--- src/rtl/core_mem_arb.sv ---
// Three-requester single-port memory arbiter (fetch, lsu, front panel) with optional round-robin and bus lock.
// Latency: zero-cycle grant in ARB; read response one cycle after the accepted read.
// Backpressure: mem_rdy_i low registers the winner (HOLD) and keeps it on the memory port until accepted.
module core_mem_arb #(
  parameter bit RR_EN = 1'b1
) (
  input  logic        clk_i,
  input  logic        rst_i,
  input  logic [2:0]  req_val_i,
  input  logic [2:0]  req_wen_i,
  input  logic [23:0] req_addr_i,
  input  logic [47:0] req_wdata_i,
  output logic [2:0]  req_rdy_o,
  output logic [2:0]  rsp_val_o,
  output logic [15:0] rsp_data_o,
  input  logic        lock_i,
  output logic        mem_val_o,
  output logic        mem_wen_o,
  output logic [7:0]  mem_addr_o,
  output logic [15:0] mem_wdata_o,
  input  logic        mem_rdy_i,
  input  logic [15:0] mem_rdata_i
);

  typedef enum logic {ARB, HOLD} state_e;

  state_e      state_q, state_d;
  logic [1:0]  owner_q, owner_d;
  logic [1:0]  last_q, last_d;
  logic [2:0]  rsp_q, rsp_d;

  logic [2:0]  elig;
  logic [1:0]  start;
  logic [2:0]  cand;
  logic [1:0]  win;
  logic        win_vld;
  logic [1:0]  gnt;
  logic        gnt_vld;
  logic [2:0]  gnt_oh;
  logic        acc;

  // Winner search over eligible requesters; lock narrows eligibility to the front panel.
  always_comb begin
    elig    = lock_i ? (req_val_i & 3'b100) : req_val_i;
    start   = (RR_EN && last_q != 2'd2) ? (last_q + 2'd1) : 2'd0;
    cand    = 3'd0;
    win     = 2'd0;
    win_vld = 1'b0;
    for (int k = 0; k < 3; k++) begin
      cand = {1'b0, start} + 3'(k);
      if (cand >= 3'd3) cand = cand - 3'd3;
      if (!win_vld && elig[cand[1:0]]) begin
        win     = cand[1:0];
        win_vld = 1'b1;
      end
    end
  end

  // Grant source: registered owner in HOLD, live winner in ARB; nothing while reset is held.
  always_comb begin
    gnt     = 2'd0;
    gnt_vld = 1'b0;
    if (!rst_i) begin
      if (state_q == HOLD) begin
        gnt     = owner_q;
        gnt_vld = 1'b1;
      end else begin
        gnt     = win;
        gnt_vld = win_vld;
      end
    end
    gnt_oh = 3'b000;
    if (gnt_vld) begin
      case (gnt)
        2'd0:    gnt_oh = 3'b001;
        2'd1:    gnt_oh = 3'b010;
        default: gnt_oh = 3'b100;
      endcase
    end
    acc = gnt_vld & mem_rdy_i;
  end

  // Memory port mux and per-requester accept.
  always_comb begin
    mem_val_o   = gnt_vld;
    mem_wen_o   = 1'b0;
    mem_addr_o  = 8'h00;
    mem_wdata_o = 16'h0000;
    case (gnt_oh)
      3'b001: begin
        mem_wen_o   = req_wen_i[0];
        mem_addr_o  = req_addr_i[7:0];
        mem_wdata_o = req_wdata_i[15:0];
      end
      3'b010: begin
        mem_wen_o   = req_wen_i[1];
        mem_addr_o  = req_addr_i[15:8];
        mem_wdata_o = req_wdata_i[31:16];
      end
      3'b100: begin
        mem_wen_o   = req_wen_i[2];
        mem_addr_o  = req_addr_i[23:16];
        mem_wdata_o = req_wdata_i[47:32];
      end
      default: ;
    endcase
    req_rdy_o = acc ? gnt_oh : 3'b000;
  end

  // Next-state: enter HOLD on a stalled ARB grant, leave on accept; track last grant and read owner.
  always_comb begin
    state_d = state_q;
    owner_d = owner_q;
    last_d  = last_q;
    rsp_d   = 3'b000;
    if (state_q == ARB && gnt_vld && !mem_rdy_i) begin
      state_d = HOLD;
      owner_d = gnt;
    end else if (state_q == HOLD && mem_rdy_i) begin
      state_d = ARB;
    end
    if (acc) begin
      last_d = gnt;
      if (!mem_wen_o) rsp_d = gnt_oh;
    end
  end

  // State registers; reset discards any held grant or pending response.
  always_ff @(posedge clk_i) begin
    if (rst_i) begin
      state_q <= ARB;
      owner_q <= 2'd0;
      last_q  <= 2'd2;
      rsp_q   <= 3'b000;
    end else begin
      state_q <= state_d;
      owner_q <= owner_d;
      last_q  <= last_d;
      rsp_q   <= rsp_d;
    end
  end

  // Response outputs; masked while reset is held so a pending read never pulses.
  always_comb begin
    rsp_val_o  = rst_i ? 3'b000 : rsp_q;
    rsp_data_o = (|rsp_val_o) ? mem_rdata_i : 16'h0000;
  end

endmodule

--- config.mk ---
export PLATFORM = sky130hd
export DESIGN_NAME = core_mem_arb
export DESIGN_NICKNAME = d
export VERILOG_FILES = /design/src/rtl/core_mem_arb.sv
export SDC_FILE = /design/constraint.sdc
export NUM_CORES = 1
export LEC_CHECK = 0
export ABC_CLOCK_PERIOD_IN_PS = 4000
export CAP_MARGIN = 20
export CORE_UTILIZATION = 25
export CTS_BUF_LIST = sky130_fd_sc_hd__clkbuf_4 sky130_fd_sc_hd__clkbuf_8
export DETAILED_ROUTE_END_ITERATION = 8
export HOLD_SLACK_MARGIN = 0.05
export PLACE_DENSITY = 0.92
export SLEW_MARGIN = 20
export SYNTH_ARGS = -nofsm -noshare
export SYNTH_HDL_FRONTEND = slang
export SYNTH_SLANG_ARGS = --single-unit
--- constraint.sdc ---
create_clock -name clk_i -period 4 [get_ports clk_i]
set_input_delay 1.2 -clock clk_i [delete_from_list [all_inputs] [get_ports clk_i]]
set_output_delay 1.2 -clock clk_i [all_outputs]
set_load 0.05 [all_outputs]
# Yosys cells after proc, flatten, opt, wreduce, memory -nomap -nowiden
# Index checks and enable logic that the tools add are counted.
# totals
ram_bits	0
ff_bits	8
memories	0
output_inout_bits	48
inputBits	98
word_cells	67
latchBits	0
romBits	0
# op_classes
mul	0
order_cmp	6
n_shift	0
n_eq_ne	5
n_div	0
n_mux	31
bitwise_logic	3
addsub	6
n_reduce_logical	12
# ops
operator	count
$pmux W16 S3	1
$pmux W8 S3	1
$mux W2	10
$mux W16	1
$mux W1	10
$lt A2 B3 Y1 const B	3
$mux W3	3
$bmux W1 S2	3
$ge A3 B2 Y1 const B	2
$pmux W3 S2	1
$reduce_or A3 Y1	2
$sub A2 B2 Y2 const B	3
$logic_and A1 B1 Y1	5
$add A2 B1 Y3 const B	1
$add A2 B2 Y3 const B	1
$eq A3 B1 Y1 const B	1
$eq A3 B2 Y1 const B	1
$eq A3 B3 Y1 const B	1
$logic_not A1 Y1	3
$pmux W1 S3	1
$add A2 B1 Y2 const B	1
$eq A2 B1 Y1 const B	1
$ge A2 B2 Y1 const B	1
$logic_not A2 Y1	1
other kinds (4)	5

# Longest topological paths before layout
# depth
ltp_word	21
ltp_mapped	7
mapped_depth_nobuf	5

# Least setup slack after synthesis
# OpenSTA, ideal clock, no wires.
# synth_timing
path_type	input to output
start	in lock_i
end	out req_rdy_o[2]
path_buffers	0
path_stages	4
required_time_ns	2.800
arrival_time_ns	3.589
path_slack_ns	-0.789
path_cell_list	o21bai_1 -> a21oi_1 -> nand2_1 -> nor3_1
# synth_via
word_cells_on_any_way	27
cone_classes	eq/ne (1); mux (20); bitwise (1); reduce/logical (5)
# synth_lines
item	line_no	rtl
start: declaration	16	input logic lock_i,
$mux W2 *	44	elig = lock_i ? (req_val_i & 3'b100) : req_val_i;
$bmux W1 S2	52	if (!win_vld && elig[cand[1:0]]) begin
$mux W1 (not written as such)	52	
$mux W1	52	
$logic_not A1 Y1	52	
$logic_and A1 B1 Y1	52	
$mux W1	52	
$logic_not A1 Y1	52	
$logic_and A1 B1 Y1	52	
$mux W1 *	52	
$mux W1 *	64	if (state_q == HOLD) begin
$mux W1 *	63	if (!rst_i) begin
named net mem_val_o	17	output logic mem_val_o,
$mux W3 / $and A1 B1 Y1 (equally long branches)	73, 80	
$mux W3 *	107	req_rdy_o = acc ? gnt_oh : 3'b000;
end: declaration	13	output logic [2:0] req_rdy_o,
# The timed path passes the listed nets; every way through them passes the cells marked *. The select of a mux whose other input is x is not followed.

# Worst setup path in the final report
# layout_timing
start	in rst_i
end	out mem_addr_o[5]
# layout_via
elab_chain_len	6
word_cells_on_any_way	10
cone_classes	eq/ne (4); mux (5); reduce/logical (1)
# layout_lines
item	line_no	rtl
start: declaration	8	input logic rst_i,
$mux W2	63	
$eq A2 B1 Y1 / $logic_not A2 Y1 (equally long branches)	74	case (gnt)
$pmux W3 S2	74	
$mux W3 *	73	if (gnt_vld) begin
$eq A3 B3 Y1 (tied with other cells)	89	case (gnt_oh)
$pmux W8 S3 *	89	
end: declaration	19	output logic [7:0] mem_addr_o,
# Every way passes the cells marked *; elsewhere a longest branch is shown, timed or not.

==> metrics.cfg <==
[synth]
synthXorXnorAreaFrac = 0
ys_seq_elements = 8
synthesis.area_mm2 = 0.00104
synth_compound_area_frac = 0.188
syn_nets = 250
synth_cells = 152
synth_top_family_by_area = simple AND/OR/NAND/NOR gates
yosys.area_share.simple = 0.361
syn_avg_cell_area_um2 = 6.85
synth-seq-area-share = 0.154
yosysWarnings = 0
synth.largest_area_cell = mux2i_1
yosys.cell_types.count = 26
netlist_top_cells_area = mux2i_1, dfxtp_1, o21ai_1, nand2_1, and2_1
muxShareOfSynthArea = 0.250
synth_top_area_frac = 0.250
synth_adder_area_share = 0

[routing]
wl_per_cell_um = 16.4
num_vias = 1812
wl_um = 5940
ant_nets = 0
drt_iter0_drc = 118
viasPerCell = 4.99
dr.pass1.iters = 4
drc = 0

[final_layout]
fin_nets = 413
stdcell_count = 363
post-route-cell-area_mm2 = 0.00339
antenna_cells = 0
layout_commonest_cell = clkdlybuf4s50_1
syn_to_final_growth_pct = 225
drive_above_1_share = 0.393
most-common-layout-cells = clkdlybuf4s50_1, buf_12, buf_4
post-route-util = 0.847

[global_route]
grt-ovfl-total = 0
use_met1 = 0.258
grt_pass1_vias = 1868
met2_usage = 0.550
grt_max_degree = 17
grt_pass1_wl_um = 8930
antenna_found_initial = 0
groute.usage.overall = 0.271
grt-busiest-layer = met2
grt_use_met3 = 0.0616

[floorplan]
die_area_mm2 = 0.00443
rows = 23
ios = 146
start_util = 0.260
coreArea_mm2 = 0.00400
die_h_um = 66.5
dieWidth_um = 66.5

[clock_network]
ctsRootBufferMaster = clkbuf_8
clkTransAtPathRegs_ps = 40
cts_buffer_depth = 2
cts_made_buffers = 3
clk_latency_ps = 240
clock_sinks = 8
h-tree-depth = 1
hold_buffers = 0
cts_tree = built

[outcome]
run_status = finished, final reports clean

[worst_setup_path]
cp.required_ps = 2800
critical_path_class = input pin to output pin
cp-start-kind = input pin
crit_path_end = mem_addr_o[5]
endpoint_kind = output pin
ff2ff_setup_slack_ps = 2050
reg2reg_to = owner_q[0]
crit_arrival_ps = 2800
cp-startpoint = rst_i
ff2ff_path_depth = 6
r2r-start = state_q
cp_max_fo = 14

[power_and_ir_drop]
irDropWorstVdd_mv = 0.108
power.density_mw_per_mm2 = 197
p_leak_nw = 1.48

[timing]
tns_ps = 0
rsz0062_at_grt = true
finalHoldViolations = 0
fmax_mhz = 250
setup_viol_count_final = 0
finalCritPeriodShare = 0.999
worst_slew_pin_slew_ps = 558
fin_worst_skew_ps = 6.52
relSlewSlack = 0.627
finalMaxSlewViolations = 0
fin_hold_ws_ps = 483
finalCriticalPeriod_ps = 4000

[placed_design]
dpl_cell_area_mm2 = 0.00307
gp_congestion = 0.799
dp_cells = 355
place_hpwl_um = 4260
io_buffers = 145

[worst_hold_path]
holdCritPathClass = register to register

[job]
maxCapViolCount = 0

logic make-up after synthesis:
family	count (synthesis)
simple gates	73
compound gates	35
mux	26
buf+inv	10
flops	8
report_power, final:
group,leakage (nW),switching (W),internal [W]
combinational,1.39,0.000223,0.000257
sequential,0.0652,0.00000359,0.0000830
clock,0.0216,0.0000365,0.0000656
layer usage:
| layer | up-vias | share of wire | wire, um |
|---|---|---|---|
| met5 | - | 0 | 0 |
| met4 | 0 | 0.024 | 143 |
| met3 | 16 | 0.056 | 335 |
| met2 | 89 | 0.57 | 3380 |
| met1 | 853 | 0.35 | 2080 |
| li1 | 854 | - | - |
per-stage QoR:
stage,setup slack (ps),total power [W]
detailed placement,-310,0.000517
finish,3.55,0.000668
global placement,-235,0.000509
global route,-37.1,0.000692
floorplan,-63.6,0.000267
CTS,22.2,0.000663
registers in the layout, indices dropped and copies added (netlist names):
register and cells:
last_q 2, owner_q 2, rsp_q 3, state_q 1
worst max-delay path, stage by stage:
cell and delay [ps]:
buf_6 90, or4b_4 520, o22a_4 280, buf_12 170
mux2i_2 160, o21ai_2 190, buf_12 170
timing repair:
item	4_1_cts	5_1_grt
cloned	3	0
buffers inserted	1	1
gates resized for setup	46	5
endpoints found under the setup margin	44	10
pin swaps	6	0
hold endpoints to repair	0	0
synth_stat cells, drive strengths merged:
library cell   n
a21boi         1
nand2         31
or4b           1
o21ba          1
o21ai         26
dfxtp          8
nor2           5
clkbuf         5
nor2b          6
and2          16
and4b          1
a21o           1
nand3          1
nand3b         1
or3            1
nor3           2
o22a           2
a21oi          3
buf            5
nor3b          3
nand2b         2
o21bai         1
mux2i         26
or2            2
nor4           1
layout make-up:
| class | instances | area [um2] |
|---|---|---|
| multi-input combinational | 134 | 1130 |
| sequential | 8 | 160 |
| tap | 50 | 62.6 |
| timing repair buffer | 168 | 2000 |
| clock buffer | 3 | 41.3 |
| fill | 206 | 613 |
worst min path at each step:
stage / startpoint / endpoint / slack (ps) / cells past startpoint
after floorplan: last_q[0] / last_q[0] / 440 / 2
after global placement: owner_q[1] / owner_q[1] / 460 / 2
after detailed placement: owner_q[1] / owner_q[1] / 470 / 2
after CTS: owner_q[1] / owner_q[1] / 480 / 2
after global routing: last_q[0] / last_q[0] / 500 / 2
final: last_q[0] / last_q[0] / 480 / 2
Note: power is estimated with default switching activity, not from simulation.
